<file path="src/rtl/sat_accum_mc_if.sv">
// sat_accum_mc_if: request/response handshake and saturation-flag bundle for sat_accum_mc
interface sat_accum_mc_if #(
    parameter int WIDTH    = 32,
    parameter int CHANNELS = 4
);
    localparam int CHW = (CHANNELS > 1) ? $clog2(CHANNELS) : 1;
    logic                in_valid;
    logic                in_ready;
    logic [CHW-1:0]      in_chan;
    logic [1:0]          in_mode;
    logic [WIDTH-1:0]    in_a;
    logic [WIDTH-1:0]    in_b;
    logic                out_valid;
    logic                out_ready;
    logic [WIDTH-1:0]    out_sum;
    logic [CHW-1:0]      out_chan;
    logic                out_sat;
    logic [CHANNELS-1:0] sat_flags;
    logic [CHANNELS-1:0] sat_clr;
    logic [15:0]         sat_count;
    modport master (
        output in_valid, in_chan, in_mode, in_a, in_b, out_ready, sat_clr,
        input  in_ready, out_valid, out_sum, out_chan, out_sat, sat_flags, sat_count
    );
    modport slave (
        input  in_valid, in_chan, in_mode, in_a, in_b, out_ready, sat_clr,
        output in_ready, out_valid, out_sum, out_chan, out_sat, sat_flags, sat_count
    );
endinterface

</file>
<file path="src/rtl/sat_accum_mc.sv">
// sat_accum_mc: multi-channel saturating adder/accumulator with a single registered output stage.
// Define SAT_ACCUM_MC_STATS_EN to build the saturation event counter; otherwise sat_count is tied to 0.
module sat_accum_mc #(
    parameter int WIDTH    = 32,
    parameter int CHANNELS = 4,
    parameter int SIGNED   = 0
) (
    input logic clk,
    input logic rst,
    sat_accum_mc_if.slave bus
);
    localparam int CHW = (CHANNELS > 1) ? $clog2(CHANNELS) : 1;
    typedef enum logic [1:0] {ADD = 2'b00, ACC = 2'b01, LOAD = 2'b10, DRAIN = 2'b11} mode_t;
    logic [WIDTH-1:0]    acc [CHANNELS];
    logic [CHW-1:0]      chan;
    mode_t               mode;
    logic                accept;
    logic                chan_ok;
    logic                sat;
    logic                res_sat;
    logic [WIDTH-1:0]    cur;
    logic [WIDTH-1:0]    op_x;
    logic [WIDTH-1:0]    op_y;
    logic [WIDTH-1:0]    clamp;
    logic [WIDTH-1:0]    result;
    logic [WIDTH:0]      sum;
    logic [CHANNELS-1:0] sat_set;

    assign chan         = bus.in_chan;
    assign mode         = mode_t'(bus.in_mode);
    assign bus.in_ready = !bus.out_valid || bus.out_ready;
    assign accept       = bus.in_valid && bus.in_ready;

    // Select operands, add one bit wider than the operands, and clamp on overflow
    always_comb begin
        chan_ok = 32'(chan) < CHANNELS;
        cur     = chan_ok ? acc[chan] : '0;
        op_x    = (mode == ADD) ? bus.in_a : cur;
        op_y    = (mode == ADD) ? bus.in_b : bus.in_a;
        sum     = (SIGNED != 0) ? {op_x[WIDTH-1], op_x} + {op_y[WIDTH-1], op_y}
                                : {1'b0, op_x} + {1'b0, op_y};
        sat     = (SIGNED != 0) ? sum[WIDTH] ^ sum[WIDTH-1] : sum[WIDTH];
        clamp   = (SIGNED == 0) ? '1
                : sum[WIDTH]    ? {1'b1, {(WIDTH-1){1'b0}}}
                                : {1'b0, {(WIDTH-1){1'b1}}};
        res_sat = chan_ok && !mode[1] && sat;
        result  = !chan_ok        ? '0
                : (mode == LOAD)  ? bus.in_a
                : (mode == DRAIN) ? cur
                : sat             ? clamp
                                  : sum[WIDTH-1:0];
        sat_set = (accept && res_sat) ? CHANNELS'(1) << chan : '0;
    end

    // Output register: load on accept, drop valid once the consumer takes it
    always_ff @(posedge clk or posedge rst) begin
        if (rst) begin
            bus.out_valid <= 1'b0;
            bus.out_sum   <= '0;
            bus.out_chan  <= '0;
            bus.out_sat   <= 1'b0;
        end else if (accept) begin
            bus.out_valid <= 1'b1;
            bus.out_sum   <= result;
            bus.out_chan  <= chan;
            bus.out_sat   <= res_sat;
        end else if (bus.out_ready) begin
            bus.out_valid <= 1'b0;
        end
    end

    // Per-channel accumulators, written at the accept edge so the next request sees the new value
    always_ff @(posedge clk or posedge rst) begin
        if (rst) begin
            for (int i = 0; i < CHANNELS; i++) acc[i] <= '0;
        end else if (accept && chan_ok && mode != ADD) begin
            acc[chan] <= (mode == DRAIN) ? '0 : result;
        end
    end

    // Sticky saturation flags; a new saturation overrides a clear in the same cycle
    always_ff @(posedge clk or posedge rst) begin
        if (rst) bus.sat_flags <= '0;
        else     bus.sat_flags <= (bus.sat_flags & ~bus.sat_clr) | sat_set;
    end

`ifdef SAT_ACCUM_MC_STATS_EN
    // Count saturated accepts, holding at the maximum instead of wrapping
    always_ff @(posedge clk or posedge rst) begin
        if (rst)                                              bus.sat_count <= '0;
        else if (accept && res_sat && bus.sat_count != 16'hFFFF) bus.sat_count <= bus.sat_count + 16'd1;
    end
`else
    assign bus.sat_count = 16'h0000;
`endif
endmodule
</file>
<file path="src/flat_wrapper.sv">
// flat-port wrapper written by rule: the top's interface ports become plain ports
module sat_accum_mc_flat 
#(
    parameter int WIDTH    = 32,
    parameter int CHANNELS = 4,
    parameter int SIGNED   = 0
)
  (clk, rst, bus_in_valid, bus_in_chan, bus_in_mode, bus_in_a, bus_in_b, bus_out_ready, bus_sat_clr, bus_in_ready, bus_out_valid, bus_out_sum, bus_out_chan, bus_out_sat, bus_sat_flags, bus_sat_count);
  sat_accum_mc_if #(.WIDTH(WIDTH), .CHANNELS(CHANNELS)) bus_i ();
  input logic clk;
  input logic rst;
  input wire logic [$bits(bus_i.in_valid)-1:0] bus_in_valid;
  input wire logic [$bits(bus_i.in_chan)-1:0] bus_in_chan;
  input wire logic [$bits(bus_i.in_mode)-1:0] bus_in_mode;
  input wire logic [$bits(bus_i.in_a)-1:0] bus_in_a;
  input wire logic [$bits(bus_i.in_b)-1:0] bus_in_b;
  input wire logic [$bits(bus_i.out_ready)-1:0] bus_out_ready;
  input wire logic [$bits(bus_i.sat_clr)-1:0] bus_sat_clr;
  output wire logic [$bits(bus_i.in_ready)-1:0] bus_in_ready;
  output wire logic [$bits(bus_i.out_valid)-1:0] bus_out_valid;
  output wire logic [$bits(bus_i.out_sum)-1:0] bus_out_sum;
  output wire logic [$bits(bus_i.out_chan)-1:0] bus_out_chan;
  output wire logic [$bits(bus_i.out_sat)-1:0] bus_out_sat;
  output wire logic [$bits(bus_i.sat_flags)-1:0] bus_sat_flags;
  output wire logic [$bits(bus_i.sat_count)-1:0] bus_sat_count;
  assign bus_i.in_valid = bus_in_valid;
  assign bus_i.in_chan = bus_in_chan;
  assign bus_i.in_mode = bus_in_mode;
  assign bus_i.in_a = bus_in_a;
  assign bus_i.in_b = bus_in_b;
  assign bus_i.out_ready = bus_out_ready;
  assign bus_i.sat_clr = bus_sat_clr;
  assign bus_in_ready = bus_i.in_ready;
  assign bus_out_valid = bus_i.out_valid;
  assign bus_out_sum = bus_i.out_sum;
  assign bus_out_chan = bus_i.out_chan;
  assign bus_out_sat = bus_i.out_sat;
  assign bus_sat_flags = bus_i.sat_flags;
  assign bus_sat_count = bus_i.sat_count;
  sat_accum_mc #(.WIDTH(WIDTH), .CHANNELS(CHANNELS), .SIGNED(SIGNED)) u_core (.clk(clk), .rst(rst), .bus(bus_i));
endmodule
</file>
<file path="config.mk">
export PLATFORM = sky130hd
export DESIGN_NAME = sat_accum_mc_flat
export DESIGN_NICKNAME = d
export VERILOG_FILES = /design/src/rtl/sat_accum_mc_if.sv /design/src/rtl/sat_accum_mc.sv /design/src/flat_wrapper.sv
export SDC_FILE = /design/constraint.sdc
export NUM_CORES = 1
export LEC_CHECK = 0
export CAP_MARGIN = 40
export CORE_ASPECT_RATIO = 0.8
export CORE_MARGIN = 3
export CORE_UTILIZATION = 40
export CTS_BUF_LIST = sky130_fd_sc_hd__clkbuf_8
export DETAILED_ROUTE_END_ITERATION = 16
export HOLD_SLACK_MARGIN = 0.12
export PLACE_DENSITY = 0.72
export SLEW_MARGIN = 10
export SYNTH_ARGS = -nofsm -noshare
export SYNTH_HDL_FRONTEND = slang
export SYNTH_SLANG_ARGS = --single-unit
</file>
<file path="constraint.sdc">
create_clock -name clk -period 17.4 [get_ports clk]
set_clock_uncertainty 0.05 [all_clocks]
set_input_delay 3.48 -clock clk [delete_from_list [all_inputs] [get_ports clk]]
set_output_delay 3.48 -clock clk [all_outputs]
set_load 0.02 [all_outputs]
</file>
==> metrics, run 1 <==
WL/cell 20.60 µm; crit path cell chain clkdlybuf4s50_1 -> buf_4 -> nor2_4 -> buf_4 -> mux2_2 -> ha_1 -> fa_1 -> nand3_1 -> a211oi_2 -> o211ai_1 -> a41oi_2 -> a21o_1 -> a311oi_1 -> o21ai_0; global-route wire length before repair 50910 µm; Min Hold Slack 0.4332 ns; Worst Setup End Kind flop; synthesized flop and latch total 168; TritonRoute pass-1 iters 5; Synth Flop Type dfrtp_1; Leakage 0.005132 µW; startpoint types input port; Max H-tree Level 4; Post-CTS Setup Inserts 0; Cell Rows 52; total of max-cap violations 0; fmax 119.3 MHz; Critical Path RT 17.65 ns; vias in the first global route 9084; die area 28680 µm²; post-placement cell count 1532; Post-CTS Hold Buffers 0; Worst-path clk slew 0.09 ns; Worst slew margin 37.12%; top cells by area, synth dfrtp_1 (39%), mux2_2 (9.0%), mux4_2 (6.8%); Ant. Diodes 0; endpoints failing hold 0; synth cell count leaders nand2_1 (184), dfrtp_1 (168), o21ai_0 (128); outcome finished, final reports clean; VDD IR-drop max 0.05237 mV; RePlAce Congestion 0.9836; top-count cell post-synth nand2_1; vias per cell 5.866; Synth area leader dfrtp_1; Worst path top cell family by delay compound AO/OA/AOI/OAI gates; dpl cell area 12070 µm²; clock tree buffer depth 2; Final #Nets 1309; Area Overhead vs Synth 16.75%; drc violations 0; number of synthesized flops with an enable pin 0; IO Pins 133; RSZ-0062 raised after global routing false; core outline area 25760 µm²; Max Slew Vio Count 0; Final TNS setup 0 ns; grt ovf 0; Post-Synth Adder-Cell Area 3.940%; Clk Latency, worst-skew pair 0.49 ns; largest family of logic cells by synthesized area compound AO/OA/AOI/OAI gates; Post-Synth Simple-Gate Area 12.26%; top-area cell type share of the netlist area 39.40%; dpl hpwl 22880 µm; CP Data Arrival Time 8.63 ns; CTS tree done; Synth async-reset ratio 100.0%; YS warnings 0; fillcell total 2379; CP max-delay cell a311oi_1; synth unique cells 74; root buffer selected by CTS clkbuf_8; largest net degree at the start of global routing 85; cell count after synthesis 1122; Initial DRC Count 819; proportion of synthesized area in mux cells 15.82%; antenna-violating nets left 0; Syn Area/Cell 9.509 µm²; Synth Area in Compound Gates 22.02%; non-filler cells, final 1564; die height 152.1 µm; sequential area share after synthesis 39.40%; critical-path maximum fanout 46; WS Path Type in2reg; CTS Buf Count 17; Post-Syn Area 10670 µm²; P per Cell Area 134.5 nW/µm²; Largest stage delay, worst path 0.79 ns; cts repair resizes 0; # setup viols final 0; chip width 188.6 µm; finished layout cell area 12460 µm²; vias 9175; Post-Route WL 32210 µm; initial antenna violation count 0; Final Cycle Share 48.16%; crit path buf inv count 3; fin util 48.34%; Slew @ Worst Pin 0.9368 ns; buffers added on ports 116; Post-Synth XOR/XNOR Area 2.052%; clk sinks 168; layout cells sized above 1 16.74%; hold crit path type reg2reg; Global Route Usage Sum 22.35%; most used cell, CP buf_4; crit path time final 8.380 ns; Initial Util 41.41%
## layout make-up
type / count / area [µm²] / area share (%)
flip-flops and latches: 168 / 4204 / 33.75
clock inverters: 15 / 147.6 / 1.185
inverters: 15 / 61.31 / 0.4922
repair buffers: 131 / 1299 / 10.43
multi-input cells: 867 / 6071 / 48.74
clock buffers: 17 / 234.0 / 1.878
well taps: 351 / 439.2 / 3.526
## cells in the final DEF (no fill, tap or decap), types with 5 or more instances in the layout
master,synthesis,final
a211oi_1,5,5
nor2_1,45,44
o21bai_1,6,6
buf_4,17,12
xor2_1,15,15
nand4_1,5,5
a21oi_1,101,101
o21ai_1,15,15
mux4_2,32,32
o31ai_1,24,24
clkdlybuf4s50_1,0,114
nand2b_1,5,5
a31oi_1,7,7
and2_1,8,8
conb_1,1,16
nand2_1,184,183
o21ai_0,128,128
or3_1,7,5
inv_1,14,15
a22oi_1,6,6
mux2_2,85,85
a21o_1,25,25
o211ai_1,5,5
xnor2_1,10,10
a21oi_2,7,7
ha_1,32,32
nand3_1,24,24
dfrtp_1,168,168
clkbuf_8,0,17
## final timing paths
check                      depth (start not counted)  slack [ns]                          end                       start
min reg2reg                                        2        0.43   u_core.acc[13]$_DFFE_PP0P_  u_core.acc[13]$_DFFE_PP0P_
min                                                2        0.43   u_core.acc[13]$_DFFE_PP0P_  u_core.acc[13]$_DFFE_PP0P_
min in group asynchronous                          2        3.46   u_core.acc[97]$_DFFE_PP0P_                         rst
max in group asynchronous                          4       12.64  u_core.acc[109]$_DFFE_PP0P_                         rst
max                                               14        9.02  u_core.acc[126]$_DFFE_PP0P_              bus_in_mode[0]
max reg2reg                                       11       13.27  u_core.acc[126]$_DFFE_PP0P_   u_core.acc[0]$_DFFE_PP0P_
## flip-flops by register name (all words and copies together), names as in the netlist
register              cells
u_core.bus.out_valid      1
u_core.acc              128
u_core.bus.sat_flags      4
u_core.bus.out_sat        1
u_core.bus.out_sum       32
u_core.bus.out_chan       2
## cells by family (layout without fill, tap and decap cells)
family	count (synthesis)	in the layout
XOR/XNOR	25	25
flip-flops	168	168
buffers and inverters	102	178
AO/OA/AOI/OAI	374	374
other	1	16
multiplexers	118	118
adder cells (fa/ha/maj)	33	33
AND/OR/NAND/NOR	301	301
## metrics by stage
| stage | power, µW | setup slack [ns] |
|---|---|---|
| after floorplan | 1136 | 9.323 |
| after global placement | 1362 | 8.919 |
| after detailed placement | 1380 | 8.790 |
| after CTS | 1665 | 9.146 |
| after global routing | 1776 | 8.793 |
| final | 1675 | 9.020 |
## per-layer routing
metal | routed length (µm) | part of all wire (%) | up-vias | GRT usage (%)
met3 | 3317 | 10 | 45 | 6.819
met2 | 14250 | 44 | 464 | 33.77
met4 | 477 | 1.5 | 0 | 5.495
met5 | 0 | 0 | - | 0
met1 | 14170 | 44 | 4443 | 31.51
li1 | - | - | 4223 | -
## power by group
group          total, µW  switching, µW  internal (µW)
Clock                281            165            117
Sequential           588           70.2            518
Combinational        806            475            331
## worst register-to-register path: cells and delay by family (launching register included)
kind / cells / cell delay, ns
mux: 2 / 0.79
flops: 1 / 0.39
fa+ha+maj: 2 / 0.65
compound gates: 6 / 1.95
simple gates: 1 / 0.15
Note: power is estimated with default switching activity, not from simulation.
==> run 2, diff against run 1 <==
- clock period: 17.4 -> 8.57 ns (I/O delays scaled with it)
==> run 2 against run 1 <==
Compared with the run above:
- core utilization increased by 0.31 points
- critical endpoint is now u_core.acc[78]$_DFFE_PP0P_
- largest power group unchanged
- clock power increased by 110%
- die area unchanged
- global-route usage increased by 0.40 points
- worst setup slack got worse by 6.4 ns
- via count increased by 1.3%
- critical path type unchanged
- register-to-register slack got worse by 8.8 ns
==> metrics, run 2 (same netlist as run 1, synthesis figures left out) <==
clock tree buffer depth 2 (unchanged); initial antenna violation count 0 (unchanged); Worst slew margin 46.22% (+9.1 points); Top Metal Used met4; core outline area 25760 µm² (unchanged); die height 152.1 µm (unchanged); finished layout cell area 12540 µm² (+0.64%); dpl hpwl 24020 µm (+5.0%); max reg flops 128 (unchanged); CTS tree done; Clk Latency, worst-skew pair 0.47 ns (-0.02 ns); Critical Path RT 8.92 ns (-8.73 ns); vias 9292 (+1.3%); VDD IR-drop max 0.1213 mV (+130%); layout cells sized above 1 17.06% (+0.33 points); Max Slew Vio Count 0 (unchanged); Worst-path clk slew 0.10 ns (about the same); Initial Util 41.41% (unchanged); Cell Rows 52 (unchanged); # setup viols final 0 (unchanged); Slew @ Worst Pin 0.8067 ns (-0.1301 ns); Area Overhead vs Synth 17.50%; most frequent cells in the layout nand2_1 (183), dfrtp_1 (168), o21ai_0 (128); drc violations 0 (unchanged); Most flops, register u_core.acc; vias in the first global route 9159 (+0.83%); Post-CTS Hold Buffers 0 (unchanged); Final #Nets 1315 (+0.46%); total of max-cap violations 0 (unchanged); dpl cell area 12120 µm² (+0.34%); RSZ-0062 raised after global routing false; met2 WL 14240 µm (about the same); largest net degree at the start of global routing 90 (+5.9%); fmax 168.6 MHz; top flop regs u_core.acc (128), u_core.bus.out_sum (32), u_core.bus.sat_flags (4); crit path time final 5.932 ns; Post-Route WL 32850 µm (+2.0%); Post-CTS Setup Inserts 0 (unchanged); grt ovf 0 (unchanged); chip width 188.6 µm (unchanged); Global Route Usage Sum 22.75% (+0.40 points); outcome finished, final reports clean; die area 28680 µm² (unchanged); fin util 48.65% (+0.31 points); vias per cell 5.918 (+0.89%); met3 wire length 3003 µm (-9.5%); WL/cell 20.92 µm (+1.6%); IO Pins 133 (unchanged); P per Cell Area 276.1 nW/µm² (+110%); critical-path maximum fanout 39 (-15%); TritonRoute pass-1 iters 5 (unchanged); Max H-tree Level 4 (unchanged); Ant. Diodes 0 (unchanged); antenna-violating nets left 0 (unchanged); CP Data Arrival Time 6.28 ns (-2.35 ns); CTS Buf Count 17 (unchanged); met1 wire length 15070 µm (+6.3%); Initial DRC Count 852 (+4.0%); root buffer selected by CTS clkbuf_8; hold crit path type reg2reg; startpoint types input port; most common cell after layout, fill and taps aside nand2_1; Worst Setup End Kind flop; WS Path Type in2reg; RePlAce Congestion 0.9695 (-1.4%); global-route wire length before repair 52130 µm (+2.4%); endpoints failing hold 0 (unchanged); Leakage 0.005175 µW (+0.84%); clk sinks 168 (unchanged); cts repair resizes 0 (unchanged); buffers added on ports 116 (unchanged); Final TNS setup 0 ns (unchanged); Final Cycle Share 69.22%
==> run 2: cell types whose count changed in the layout (fill, tap and decap cells not counted), moves of 2 or more <==
cell      before  now
inv_1         15   13
clkinv_8       0    4
or3_1          5    7
nor3_2         1    3
or3_2          2    0
buf_4         12   18
nor3_4         2    0
==> run 2: layer usage <==
layer	track usage, %	vias to the layer above
li1	-	4238
met1	34.08	4540
met2	33.44	469
met3	5.160	45
met4	5.530	0
met5	0	-
==> run 2: layout make-up <==
type | instances | area (µm²)
timing repair buffer | 137 | 1356
tap | 351 | 439.2
clock inverter | 15 | 186.4
inverter | 15 | 61.31
sequential | 168 | 4204
clock buffer | 17 | 234.0
multi-input combinational | 867 | 6055
fill | 2401 | 13230
==> run 2: power by group <==
group / switching (µW) / internal [µW] / leakage (µW)
combinational: 993 / 675 / 0.00295
sequential: 140 / 1050 / 0.00203
clock: 355 / 247 / 0.000200
total: 1490 / 1970 / 0.00517
==> run 2: worst paths after layout <==
path	slack (ns)	start	endpoint	cells past startpoint
max in group asynchronous	5.49	rst	u_core.acc[107]$_DFFE_PP0P_	4
min	0.43	u_core.acc[32]$_DFFE_PP0P_	u_core.acc[32]$_DFFE_PP0P_	2
max reg2reg	4.52	u_core.acc[0]$_DFFE_PP0P_	u_core.acc[62]$_DFFE_PP0P_	11
max	2.64	bus_in_mode[0]	u_core.acc[78]$_DFFE_PP0P_	14
min reg2reg	0.43	u_core.acc[32]$_DFFE_PP0P_	u_core.acc[32]$_DFFE_PP0P_	2
min in group asynchronous	1.74	rst	u_core.bus.out_sum[3]$_DFFE_PP0P_	2
==> run 2: critical path, cell delays in order <==
cell and delay, ns:
clkdlybuf4s50_1 0.39, buf_4 0.25, nor2_4 0.36, buf_16 0.23
buf_4 0.30, mux2_2 0.38, ha_1 0.45, nand3_1 0.23
nor4_1 0.37, nand3_1 0.15, a21oi_2 0.22, or3_4 0.48
a2bb2oi_1 0.46, mux2_2 0.24
==> run 2: through the flow <==
| step | power (µW) | std cells | worst slack, ns | hold WS, ns |
|---|---|---|---|---|
| after detailed placement | 2831 | 1538 | 2.240 | 0.4154 |
| after CTS | 3437 | 1570 | 2.725 | 0.4374 |
| final | 3462 | 1570 | 2.638 | 0.4323 |
| after global placement | 2798 | 1535 | 1.973 | 0.4071 |
| after global routing | 3672 | 1570 | 2.465 | 0.4638 |
| after floorplan | 2307 | 1137 | 2.259 | 0.3932 |
==> run 3, diff against run 2 <==
- PLACE_DENSITY: 0.72 -> 0.74
- clock period: 8.57 -> 5.2 ns (I/O delays scaled with it)
==> run 3 against run 2 <==
Compared with the run above:
- sequential share of layout area fell by 0.93 points
- core utilization rose by 1.4 points
- combinational power rose by 77%
- flip-flop and latch count did not move
- critical path type unchanged
- largest cell class unchanged
==> metrics, run 3 (same netlist as run 1, synthesis figures left out) <==
outcome finished, final reports clean; drc violations 0 (unchanged); reg-to-reg endpoint u_core.acc[85]$_DFFE_PP0P_; most common cell after layout, fill and taps aside nand2_1; dpl hpwl 24510 µm (+2.0%); WS Path Type in2reg; Initial Util 41.41% (unchanged); clock tree buffer depth 2 (unchanged); Switch Pwr 2485 µW (+67%); Final #Nets 1359 (+3.3%); Post-Route WL 33290 µm (+1.3%); fmax 201.7 MHz; endpoints failing hold 0 (unchanged); global-route wire length before repair 52760 µm (+1.2%); total of max-cap violations 0 (unchanged); initial antenna violation count 1 (+1); largest net degree at the start of global routing 169 (+88%); sequential power share 33.2% (-1.2 points); hold crit path type reg2reg; RePlAce Congestion 1.009 (+4.0%); critical-path maximum fanout 11 (-72%); WL/cell 20.62 µm (-1.4%); Final Cycle Share 95.35%; Ant. Diodes 0 (unchanged); vias in the first global route 9257 (+1.1%); Area Overhead vs Synth 20.85%; startpoint types input port; max reg flops 128 (unchanged); Most flops, register u_core.acc; fillcell total 2366 (-1.5%); Cell Rows 52 (unchanged); Leakage 0.005400 µW (+4.4%); met2 WL 13980 µm (-1.9%); CTS Buf Count 17 (unchanged); Critical Path Source bus_in_mode[1]; IO Pins 133 (unchanged); root buffer selected by CTS clkbuf_8; Final TNS setup 0 ns (unchanged); vias 9440 (+1.6%); Int Power 3431 µW (+74%); met3 wire length 3345 µm (+11%); Critical Path RT 5.46 ns (-3.46 ns); dpl cell area 12480 µm² (+3.0%); core outline area 25760 µm² (unchanged); buffers added on ports 116 (unchanged); Slew @ Worst Pin 0.9605 ns (+0.1537 ns); Worst-path clk slew 0.10 ns (about the same); Worst Setup End Kind flop; R2R setup slack 1.16 ns (-3.36 ns); die area 28680 µm² (unchanged); most frequent cells in the layout nand2_1 (183), dfrtp_1 (168), o21ai_0 (128); top flop regs u_core.acc (128), u_core.bus.out_sum (32), u_core.bus.sat_flags (4); Initial DRC Count 1010 (+19%); VDD IR-drop max 0.1923 mV (+58%); RSZ-0062 raised after global routing false; TritonRoute pass-1 iters 5 (unchanged); Power, Total 5917 µW (+71%); Combinational Power Share 49.8% (+1.6 points); Worst setup endpoint u_core.acc[85]$_DFFE_PP0P_; chip width 188.6 µm (unchanged); R2R depth 11 (unchanged); P per Cell Area 458.9 nW/µm² (+66%); vias per cell 5.849 (-1.2%); Worst slew margin 35.97% (-10 points); Post-CTS Setup Inserts 0 (unchanged); layout cells sized above 1 19.95% (+2.9 points); worst r2r src u_core.acc[97]$_DFFE_PP0P_; crit path time final 4.958 ns; # setup viols final 0 (unchanged); clk sinks 168 (unchanged); Min Hold Slack 0.4334 ns (+0.001131 ns); Clk network pwr share 17.0% (-0.4 points); antenna-violating nets left 0 (unchanged); Max Slew Vio Count 0 (unchanged); die height 152.1 µm (unchanged); Global Route Usage Sum 23.17% (+0.42 points); Max H-tree Level 4 (unchanged); cts repair resizes 0 (unchanged); CTS tree done; Post-CTS Hold Buffers 0 (unchanged); met1 wire length 15330 µm (+1.7%); finished layout cell area 12890 µm² (+2.9%); Top Metal Used met5; Clk Latency, worst-skew pair 0.46 ns (about the same); CP Data Arrival Time 5.22 ns (-1.06 ns); switching part of the total 42.01% (-0.99 points); grt ovf 0 (unchanged)
run 3: worst min-delay path by stage:
stage	start	endpoint	slack, ns	cells after the start
global route	u_core.acc[13]$_DFFE_PP0P_	u_core.acc[13]$_DFFE_PP0P_	0.46	2
floorplan	u_core.acc[52]$_DFFE_PP0P_	u_core.acc[52]$_DFFE_PP0P_	0.39	2
CTS	u_core.acc[19]$_DFFE_PP0P_	u_core.acc[19]$_DFFE_PP0P_	0.44	2
finish	u_core.acc[19]$_DFFE_PP0P_	u_core.acc[19]$_DFFE_PP0P_	0.43	2
detailed placement	u_core.acc[92]$_DFFE_PP0P_	u_core.acc[92]$_DFFE_PP0P_	0.42	2
global placement	u_core.acc[1]$_DFFE_PP0P_	u_core.acc[1]$_DFFE_PP0P_	0.41	2
run 3: layout make-up:
class	instances	area, µm²	share of cell area [%]
Timing Repair Buffer	181	1719	13.33
Clock inverter	15	182.7	1.417
Tap cell	351	439.2	3.406
Sequential cell	168	4204	32.61
Inverter	15	60.06	0.4658
Clock buffer	17	234.0	1.815
Multi-Input combinational cell	867	6055	46.96
run 3: critical path: stages:
cell             delay, ns
clkdlybuf4s50_1       0.53
nor2_4                0.39
buf_4                 0.25
mux2_2                0.37
ha_1                  0.31
a211oi_1              0.48
o211ai_2              0.21
a221oi_4              0.51
buf_4                 0.21
a21oi_1               0.07
xnor2_1               0.44
a21o_1                0.27
o21ai_0               0.14
run 3: metal layers:
| metal | global-route usage (%) | vias up |
|---|---|---|
| li1 | - | 4334 |
| met1 | 34.79 | 4585 |
| met2 | 33.04 | 465 |
| met3 | 6.450 | 54 |
| met4 | 5.707 | 2 |
| met5 | 0 | - |
run 3: power by group through the flow:
stage	combinational (µW)	clock (µW)	sequential, µW
2_1_floorplan	1790	0	2010
6_report	2950	1000	1960
4_1_cts	2890	1020	1960
3_5_place_dp	2870	0	1980
5_1_grt	3190	1070	2010
3_3_place_gp	2820	0	1960
run 3: per-stage QoR:
stage / worst slack, ns / utilization (%) / instances
detailed placement: -0.02294 / 48.43 / 1582
global route: 0.07681 / 50.04 / 1614
global placement: -0.003812 / 48.30 / 1580
floorplan: 0.5143 / - / 1137
CTS: 0.4084 / 50.04 / 1614
finish: 0.2421 / 50.04 / 1614
